[config.mk]
export PLATFORM = sky130hd
export DESIGN_NAME = alu
export DESIGN_NICKNAME = d
export VERILOG_FILES = /design/src/rtl/alu_pkg.sv /design/src/rtl/alu_addsub.sv /design/src/rtl/alu.sv
export SDC_FILE = /design/constraint.sdc
export NUM_CORES = 1
export LEC_CHECK = 0
export CAP_MARGIN = 25
export CELL_PAD_IN_SITES_DETAIL_PLACEMENT = 1
export CELL_PAD_IN_SITES_GLOBAL_PLACEMENT = 1
export CORE_MARGIN = 1
export CORE_UTILIZATION = 35
export DETAILED_ROUTE_END_ITERATION = 7
export GPL_ROUTABILITY_DRIVEN = 1
export PLACE_DENSITY = 0.9
export SLEW_MARGIN = 15
export SYNTH_ARGS = -nofsm -noshare
export SYNTH_HDL_FRONTEND = slang
export SYNTH_SLANG_ARGS = --single-unit
[constraint.sdc]
create_clock -name vclk -period 7.8
set_input_delay 0.78 -clock vclk [all_inputs]
set_output_delay 0.78 -clock vclk [all_outputs]
set_load 0.01 [all_outputs]
[src/rtl/alu_pkg.sv]
// alu_pkg: shared constants for the 32-bit MIPS ALU.
//   ALU_W        data width (32)
//   ALU_*        4-bit ALU control codes decoded by alu
//   alu_is_sub   1 for ops that drive the shared adder in subtract mode
package alu_pkg;

  localparam int ALU_W = 32;

  localparam logic [3:0] ALU_AND  = 4'b0000;
  localparam logic [3:0] ALU_OR   = 4'b0001;
  localparam logic [3:0] ALU_ADD  = 4'b0010;
  localparam logic [3:0] ALU_SUB  = 4'b0110;
  localparam logic [3:0] ALU_SLT  = 4'b0111;
  localparam logic [3:0] ALU_NOR  = 4'b1100;
  localparam logic [3:0] ALU_XOR  = 4'b1101;
  localparam logic [3:0] ALU_SLTU = 4'b1111;

  // SUB, SLT and SLTU all read their answer off A - B.
  function automatic logic alu_is_sub(input logic [3:0] op);
    return (op == ALU_SUB) || (op == ALU_SLT) || (op == ALU_SLTU);
  endfunction

endpackage

[src/rtl/alu_addsub.sv]
// alu_addsub: shared 33-bit adder/subtractor for ADD, SUB, SLT and SLTU.
//   a, b   operands
//   sub    0: a + b, 1: a + ~b + 1
//   sum    low 32 bits of the result
//   carry  bit 32 of the sum (for subtract: 1 = no borrow, i.e. a >= b unsigned)
//   ovf    signed overflow of the add/subtract
//   lt     signed a < b (valid when sub = 1), immune to overflow
module alu_addsub
  import alu_pkg::*;
(
  input  logic [ALU_W-1:0] a,
  input  logic [ALU_W-1:0] b,
  input  logic             sub,
  output logic [ALU_W-1:0] sum,
  output logic             carry,
  output logic             ovf,
  output logic             lt
);

  logic [ALU_W-1:0] b_eff;
  logic [ALU_W:0]   full;

  assign b_eff = sub ? ~b : b;
  // The +1 of two's-complement negation rides in as the carry-in.
  assign full  = {1'b0, a} + {1'b0, b_eff} + {{ALU_W{1'b0}}, sub};
  assign sum   = full[ALU_W-1:0];
  assign carry = full[ALU_W];

  // Operand signs agree (after inverting b) but the result sign flipped.
  assign ovf   = (a[ALU_W-1] == b_eff[ALU_W-1]) && (sum[ALU_W-1] != a[ALU_W-1]);

  // The raw sign is wrong exactly when the subtract overflowed.
  assign lt    = sum[ALU_W-1] ^ ovf;

endmodule

[src/rtl/alu.sv]
// alu: combinational 32-bit MIPS ALU with an optional registered flag pair.
//   clk, reset  clock and synchronous active-high reset (flag register only)
//   A, B        operands
//   op          4-bit ALU control code (see alu_pkg)
//   RES         result, combinational; unknown op codes give 0
//   ZERO        RES == 0, combinational
//   OVF_Q       registered signed overflow of ADD/SUB, else 0
//   CARRY_Q     registered carry-out of ADD/SUB, else 0
// Build option: define ALU_STATUS_FLAGS_EN to compile in the flag register.
// Without it OVF_Q/CARRY_Q are constant 0 and clk/reset go unused.
module alu
  import alu_pkg::*;
(
  input  logic             clk,
  input  logic             reset,
  input  logic [ALU_W-1:0] A,
  input  logic [ALU_W-1:0] B,
  input  logic [3:0]       op,
  output logic [ALU_W-1:0] RES,
  output logic             ZERO,
  output logic             OVF_Q,
  output logic             CARRY_Q
);

  logic [ALU_W-1:0] as_sum;
  logic             as_carry;
  logic             as_ovf;
  logic             as_lt;

  alu_addsub u_addsub (
    .a     (A),
    .b     (B),
    .sub   (alu_is_sub(op)),
    .sum   (as_sum),
    .carry (as_carry),
    .ovf   (as_ovf),
    .lt    (as_lt)
  );

  always_comb begin
    RES = '0;
    case (op)
      ALU_AND:  RES = A & B;
      ALU_OR:   RES = A | B;
      ALU_ADD:  RES = as_sum;
      ALU_SUB:  RES = as_sum;
      ALU_SLT:  RES = {{(ALU_W-1){1'b0}}, as_lt};
      // Unsigned less-than is the borrow, i.e. no carry out of A - B.
      ALU_SLTU: RES = {{(ALU_W-1){1'b0}}, ~as_carry};
      ALU_NOR:  RES = ~(A | B);
      ALU_XOR:  RES = A ^ B;
      default:  RES = '0;
    endcase
  end

  assign ZERO = (RES == '0);

`ifdef ALU_STATUS_FLAGS_EN
  logic flag_op;

  assign flag_op = (op == ALU_ADD) || (op == ALU_SUB);

  always_ff @(posedge clk) begin
    if (reset) begin
      OVF_Q   <= 1'b0;
      CARRY_Q <= 1'b0;
    end else begin
      OVF_Q   <= flag_op & as_ovf;
      CARRY_Q <= flag_op & as_carry;
    end
  end
`else
  assign OVF_Q   = 1'b0;
  assign CARRY_Q = 1'b0;

  // Ports and adder outputs kept for interface compatibility only.
  logic unused_ok;
  assign unused_ok = &{1'b0, clk, reset, as_ovf};
`endif

endmodule

==> results of run 1 <==
logic make-up (layout without fill, tap and decap cells):
logic type                 Yosys count  after routing  synth area share [%]
AOI/OAI and AO/OA                  207            207                  32.0
and+or+nand+nor                    146            146                  17.5
buffers and inverters              107            182                  10.1
adders and majority gates          101            101                  28.8
xor gates and xnor gates            52             52                  10.3
muxes                                4              4                  1.27
other                                1              2                0.0848
routing by layer:
layer	track usage (%)	share of wire (%)	up-vias
li1	-	-	2390
met1	28.8	45	2395
met2	42.5	49	124
met3	1.11	4.1	23
met4	6.15	1.7	0
met5	0	0	-
critical path, delay by kind of cell:
| family | cells | cell delay [ns] |
|---|---|---|
| xor gates and xnor gates | 1 | 0.29 |
| AOI/OAI and AO/OA | 3 | 0.64 |
| buffers and inverters | 4 | 1.58 |
| adders and majority gates | 1 | 0.32 |
| and+or+nand+nor | 8 | 2.52 |
stage by stage:
stage               worst slack [ns]  hold slack [ns]  cell area [um2]  instances  total power, mW
finish                         0.863             2.92             5570        862            0.450
global placement                1.11             2.88             5570        862            0.422
detailed placement             0.915             2.92             5570        862            0.444
global route                   0.677             2.97             5570        862            0.489
CTS                            0.901             2.91             5570        862            0.447
floorplan                       2.45             1.84             4420        619            0.280
final timing paths:
| kind | startpoint | end | cells past startpoint |
|---|---|---|---|
| setup / recovery | op[1] | ZERO | 17 |
| hold / removal | op[1] | RES[2] | 4 |
cell type report:
type / count / area, um2
inverters: 71 / 267
repair buffers: 111 / 1090
multi-input cells: 512 / 4010
well taps: 168 / 210
fillers: 1542 / 6590
Yosys cell counts (all sizes together) (2+ instances only):
library cell / count / area [um2]
a21oi: 41 / 216
nand4bb: 2 / 22.5
a211o: 7 / 61.3
ha: 100 / 1250
o211ai: 10 / 80.1
nor2: 29 / 109
nor3: 6 / 30.0
buf: 16 / 106
nor4b: 2 / 17.5
or2: 2 / 12.5
mux2: 3 / 33.8
a2111oi: 2 / 17.5
clkbuf: 20 / 75.1
inv: 71 / 267
a222oi: 3 / 30.0
xor2: 9 / 78.8
nor3b: 5 / 37.5
or3b: 2 / 17.5
nand3: 6 / 30.0
a21boi: 2 / 15.0
or3: 4 / 25.0
a31o: 3 / 26.3
nor4: 6 / 50.0
o31ai: 5 / 37.5
a31oi: 3 / 18.8
a22oi: 11 / 82.6
a221oi: 9 / 85.1
a21o: 17 / 128
and2: 3 / 18.8
or4b: 2 / 20.0
nand4: 13 / 81.3
o21bai: 3 / 22.5
o31a: 2 / 17.5
and3: 2 / 12.5
nand2: 49 / 184
o21a: 5 / 37.5
nand3b: 2 / 15.0
a22o: 11 / 96.3
xnor2: 43 / 377
a211oi: 15 / 113
and3b: 2 / 17.5
o21ai: 49 / 245
nand2b: 4 / 25.0
o2bb2ai: 2 / 17.5
where the power goes:
part / leakage (nW) / internal [mW] / switching [mW]
Sequential: 0 / 0 / 0
Clock: 0 / 0 / 0
Combinational: 2.54 / 0.202 / 0.248
==> flow_summary.yaml, run 1 <==
outcome:
  status: "complete, no violations"
floorplanning:
  core_um2: 12200
  die_height_um: 114
  die_w_um: 114
  num_rows: 40
  pin_count: 105
  dieArea_um2: 13100
  initial_utilization_pct: 36.3
power:
  irDropWorstVdd_mv: 0.0276
  leakagePower_nw: 2.54
  p_per_area_nw_per_um2: 80.7
layout:
  seq_area_um2: 0
  final_util_pct: 45.8
  drive_above_1_share_pct: 4.61
  final_nets: 867
  num-clock-buffers: 0
  final_common_cell: "clkdlybuf4s50_1"
  diodes: 0
  synthToLayoutAreaGrowth_pct: 26.1
  final_cell_mix: "clkdlybuf4s50_1, ha_1, inv_1, nand2_1"
  seq_cell_count: 0
global_route:
  grt_overflow_total: 0
  grt_pass1_vias: 5133
  grt_pass1_wl_um: 24600
  grt_max_degree: 30
  antenna_found_initial: 0
  grt_usage_pct: 23.0
yosys:
  yosysWarnings: 0
  synthCells: 618
  yosysSeqAreaShare_pct: 0
  synthesis.area_um2: 4420
  ys_types: 68
  syn_avg_cell_area_um2: 7.15
route:
  wirelength_um: 15400
  drc: 0
  first_pass_iters: 4
  dr_total_vias: 4932
  ant_nets: 0
  viasPerCell: 5.72
  drt_iter0_markers: 195
  routedWlPerCell_um: 17.9
worst_setup_path:
  required_ns: 7.02
  crit_chain: "clkdlybuf4s50_1, buf_4, nand3_2, buf_4, xnor2_1, ha_1, a21oi_2, a21oi_2, or3_1, a31o_1, nor4_1, or4b_1, nor4_1, nand4bb_1, nand4bb_1, nor4_2, clkdlybuf4s50_1"
  critPathKind: "input pin to primary output"
  cpPeakStageDelay_ns: 0.57
  cp-start-kind: "input pin"
  cp-end-kind: "primary output"
  cp_max_fo: 21
  cp_data_arrival_time_ns: 6.16
  crit_slowest_cell: "clkdlybuf4s50_1"
sta:
  rsz0062_at_grt: "no"
  period_needed_ns: 6.94
  hold_violations: 0
  setup_tns_ns: 0
  final_max_slew_viol_count: 0
  fmax_mhz: 144
  timing.final.crit_share_pct: 88.9
  slew_headroom_pct: 40.1
  finalSetupViolations: 0
  tightest_slew_ns: 0.898
placed_design:
  dpl.hpwl_um: 12500
  port_buffers: 101
  place_congestion: 0.889
min_path:
  min_path_type: "input pin to primary output"
clocking:
  post_cts_buffers: 0
  cts_resized: 0
  holdBufCountCts: 0
flow_run:
  max-cap-violations: 0
Power figures use the tool's default switching activity.
==> run 2, diff against run 1 <==
- CORE_ASPECT_RATIO: unset -> 0.75
- CORE_UTILIZATION: 35 -> 41
- PLACE_DENSITY: 0.9 -> 0.95
- SYNTH_HIERARCHICAL: unset -> 1
==> run 2 against run 1 <==
  * Maximum frequency down 1.2%
  * Critical path type unchanged
  * Flip-flop and latch count unchanged
  * Combinational power up 10%
  * Highest routed layer unchanged
  * Largest cell class unchanged
==> flow_summary.yaml, run 2 <==
global_route:
  grt_max_degree: 65
  antenna_found_initial: 0
  grt_pass1_wl_um: 27300
  grt_usage_pct: 30.3
  grt_pass1_vias: 5386
  grt_overflow_total: 0
worst_setup_path:
  cp_num_buf_inv: 4
  crit_slowest_cell: "clkdlybuf4s50_1"
  path_delay_family: "compound AO/OA/AOI/OAI gates"
  critPathKind: "input pin to primary output"
  required_ns: 7.02
  cp_data_arrival_time_ns: 6.24
  crit_chain: "clkdlybuf4s50_1, inv_1, o211a_1, buf_4, xor2_1, ha_1, nand4_1, o221ai_2, o2111ai_2, nand4_1, nand3_1, a31o_2, nand3_1, o21ai_0, nor2b_1, o2111ai_1, o2111ai_1, nor4_1, nand3b_1, nor4_2, clkdlybuf4s50_1"
  cp-end-kind: "primary output"
  cp_max_fo: 20
  cp-start-kind: "input pin"
  cpPeakStageDelay_ns: 0.60
layout:
  seq_cell_count: 0
  synthToLayoutAreaGrowth_pct: 23.2
  multi_input_area_um2: 4090
  final_cell_mix: "clkdlybuf4s50_1, ha_1, inv_1, xor2_1, a21oi_1"
  final_common_cell: "clkdlybuf4s50_1"
  seq_area_um2: 0
  fillerInstances: 1348
  drive_above_1_share_pct: 6.07
  num-clock-buffers: 0
  final_util_pct: 53.1
  diodes: 0
  final_nets: 860
sta:
  hold_violations: 0
  holdWs_ns: 2.90
  timing.final.crit_share_pct: 90.0
  finalSetupViolations: 0
  rsz0062_at_grt: "no"
  setup_ws_ns: 0.780
  setup_tns_ns: 0
  final_max_slew_viol_count: 0
  slew_headroom_pct: 41.0
  period_needed_ns: 7.02
  tightest_slew_ns: 0.883
  fmax_mhz: 142
placed_design:
  place_ws_ns: 0.950
  port_buffers: 101
  place_congestion: 0.929
  dpl.hpwl_um: 14500
route:
  wirelength_um: 17600
  viasPerCell: 6.26
  ant_nets: 0
  first_pass_iters: 5
  routedWlPerCell_um: 21.2
  drt_iter0_markers: 488
  dr_total_vias: 5180
  drc: 0
power:
  p_per_area_nw_per_um2: 88.5
  irDropWorstVdd_mv: 0.0569
  total_power_uw: 495
  leakagePower_nw: 2.62
flow_run:
  max-cap-violations: 0
clocking:
  post_cts_buffers: 0
  cts_resized: 0
  holdBufCountCts: 0
yosys:
  synthCells: 617
  yosysWarnings: 6
  syn_avg_cell_area_um2: 7.36
  synthesis.area_um2: 4540
floorplanning:
  initial_utilization_pct: 43.1
  num_rows: 32
  die_w_um: 124
  die_height_um: 93.1
  dieArea_um2: 11500
  core_um2: 10500
  pin_count: 105
outcome:
  status: "complete, no violations"
min_path:
  min_path_type: "input pin to primary output"
[run 2: cell type report]
class | instances | share of cell area (%)
multi-input combinational | 509 | 73.1
tap | 136 | 3.04
inverter | 76 | 5.10
timing repair buffer | 107 | 18.8
[run 2: report_power, final]
| part | leakage (nW) | internal [mW] | total, mW | switching, mW |
|---|---|---|---|---|
| logic | 2.62 | 0.218 | 0.495 | 0.277 |
| registers | 0 | 0 | 0 | 0 |
| clock network | 0 | 0 | 0 | 0 |
[run 2: through the flow]
stage	cells	cell area [um2]
after floorplan	618	4540
after global placement	828	5590
after detailed placement	828	5590
after CTS	828	5590
after global routing	828	5590
final	828	5590
[run 2: path summary, 6_finish.rpt]
| check | start | to | slack, ns | cells past startpoint |
|---|---|---|---|---|
| max | op[3] | ZERO | 0.78 | 21 |
| min | op[3] | RES[29] | 2.90 | 5 |
[run 2: per-layer routing]
layer,vias up,GRT usage (%),part of all wire (%)
met2,244,51.9,46
met3,64,4.94,7.8
li1,2369,-,-
met1,2503,37.7,43
met5,-,0,0
met4,0,11.5,3.3
[run 2: tightest hold or removal path, stage by stage]
cell	delay, ns
clkdlybuf4s50_1	0.48
inv_1	0.11
nand2_1	0.11
o21ai_0	0.13
clkdlybuf4s50_1	0.50
==> run 3, diff against run 2 <==
- CORE_UTILIZATION: 41 -> 38
- clock period: 7.8 -> 7.21 ns (I/O delays scaled with it)
==> run 3 against run 2 <==
  * Flip-flop and latch count stayed put
  * Core utilization is 4.6 points lower
  * Non-clock buffer count is 1 lower
  * Via count is 0.29% lower
  * Sequential share of layout area stayed put
  * Worst hold slack worse by 0.11 ns
  * Die area is 7.7% higher
  * Global-route usage is 3.1 points lower
  * Highest routed layer unchanged
==> flow_summary.yaml, run 3 (same netlist as run 2, synthesis figures left out) <==
sta:
  finalSetupViolations: 0
  final_max_slew_viol_count: 0
  setup_ws_ns: 0.266
  fmax_mhz: 144
  setup_tns_ns: 0
  period_needed_ns: 6.94
  tightest_slew_ns: 0.881
  rsz0062_at_grt: "no"
  timing.final.crit_share_pct: 96.3
  hold_violations: 0
  slew_headroom_pct: 41.1
global_route:
  grt_usage_pct: 27.2
  antenna_found_initial: 0
  grt_overflow_total: 0
  use_met3_pct: 1.94
  top_usage_layer: "met2"
  met2_usage_pct: 45.6
  grt.met1_usage_pct: 37.3
  grt_pass1_vias: 5264
  grt_pass1_wl_um: 27000
  grt_max_degree: 65
power:
  leakagePower_nw: 2.61
  p_per_area_nw_per_um2: 94.9
  irDropWorstVdd_mv: 0.0532
  total_power_uw: 535
layout:
  fillerInstances: 1464
  drive_above_1_share_pct: 6.08
  final_cell_mix: "clkdlybuf4s50_1, ha_1, inv_1, xor2_1, a21oi_1"
  final_util_pct: 48.5
  num-clock-buffers: 0
  diodes: 0
  final_nets: 859
  final_common_cell: "clkdlybuf4s50_1"
  seq_area_um2: 0
  synthToLayoutAreaGrowth_pct: 24.0
  seq_cell_count: 0
worst_setup_path:
  critPathKind: "input pin to primary output"
  cp-end-kind: "primary output"
  cp_max_fo: 32
  cp-startpoint: "op[3]"
  crit_chain: "clkdlybuf4s50_1, inv_1, o211a_1, clkbuf_8, xor2_1, ha_1, a21oi_1, o211ai_1, a221oi_2, nand4_1, nand2_1, o21ai_1, a21oi_1, xnor2_1, o2bb2ai_1, nand2_1, or4bb_1, nand3b_1, nor4_2, clkdlybuf4s50_1"
  cp-endpoint: "ZERO"
  required_ns: 6.49
  crit_slowest_cell: "clkdlybuf4s50_1"
  cp_data_arrival_time_ns: 6.22
  cpPeakStageDelay_ns: 0.60
  cp-start-kind: "input pin"
placed_design:
  place_ws_ns: 0.266
  dpl.hpwl_um: 14000
  port_buffers: 101
  place_congestion: 0.922
min_path:
  min_path_type: "input pin to primary output"
outcome:
  status: "complete, no violations"
floorplanning:
  core_um2: 11600
  die_w_um: 128
  initial_utilization_pct: 39.1
  num_rows: 34
  pin_count: 105
  die_height_um: 96.7
  dieArea_um2: 12400
route:
  first_pass_iters: 5
  wirelength_um: 17300
  routedWlPerCell_um: 20.2
  dr_total_vias: 5165
  ant_nets: 0
  viasPerCell: 6.06
  drc: 0
  drt_iter0_markers: 297
flow_run:
  max-cap-violations: 0
clocking:
  holdBufCountCts: 0
==> run 3: changes by cell type in the layout (fill, tap and decap cells not counted), sizes merged <==
cell	delta
buf	-2
clkbuf	+1
==> run 3: final cells by class <==
cell class / instances / area [um2] / share of cell area [%]
inverter: 76 / 285 / 5.07
multi-input combinational: 509 / 4090 / 72.7
tap: 162 / 203 / 3.60
timing repair buffer: 106 / 1050 / 18.6
==> run 3: worst max-delay path, delay by kind of cell <==
family	cells	cell delay, ns
adders and majority gates	1	0.34
xor gates and xnor gates	2	0.32
and+or+nand+nor	6	1.70
buffers and inverters	4	1.47
AOI/OAI and AO/OA	7	1.65
==> run 3: how the worst min path moves through the flow <==
stage / slack [ns] / depth (start not counted) / endpoint / start
6_report: 2.78 / 5 / RES[29] / op[3]
5_1_grt: 2.81 / 5 / RES[29] / op[3]
4_1_cts: 2.77 / 5 / RES[29] / op[3]
3_5_place_dp: 2.77 / 5 / RES[29] / op[3]
3_3_place_gp: 2.75 / 5 / RES[1] / op[0]
2_1_floorplan: 1.63 / 3 / RES[5] / op[3]
==> run 3: timing repair <==
action                     CTS  global route
buffers inserted             0             0
setup endpoints to repair    0             1
gates resized for setup      0             4
==> run 3: metrics by stage <==
step / cells / hold slack (ns) / instance area, um2
CTS: 853 / 2.77 / 5620
finish: 853 / 2.78 / 5630
detailed placement: 853 / 2.77 / 5620
global route: 853 / 2.81 / 5630
floorplan: 618 / 1.63 / 4540
global placement: 853 / 2.75 / 5620
==> run 3: power by group <==
part / switching (mW) / internal (mW)
clock network: 0 / 0
registers: 0 / 0
logic: 0.298 / 0.237
==> run 3: routing by layer <==
metal | wire [um] | up-vias
li1 | - | 2369
met1 | 7740 | 2550
met2 | 7910 | 212
met3 | 1160 | 34
met4 | 444 | 0
met5 | 0 | -
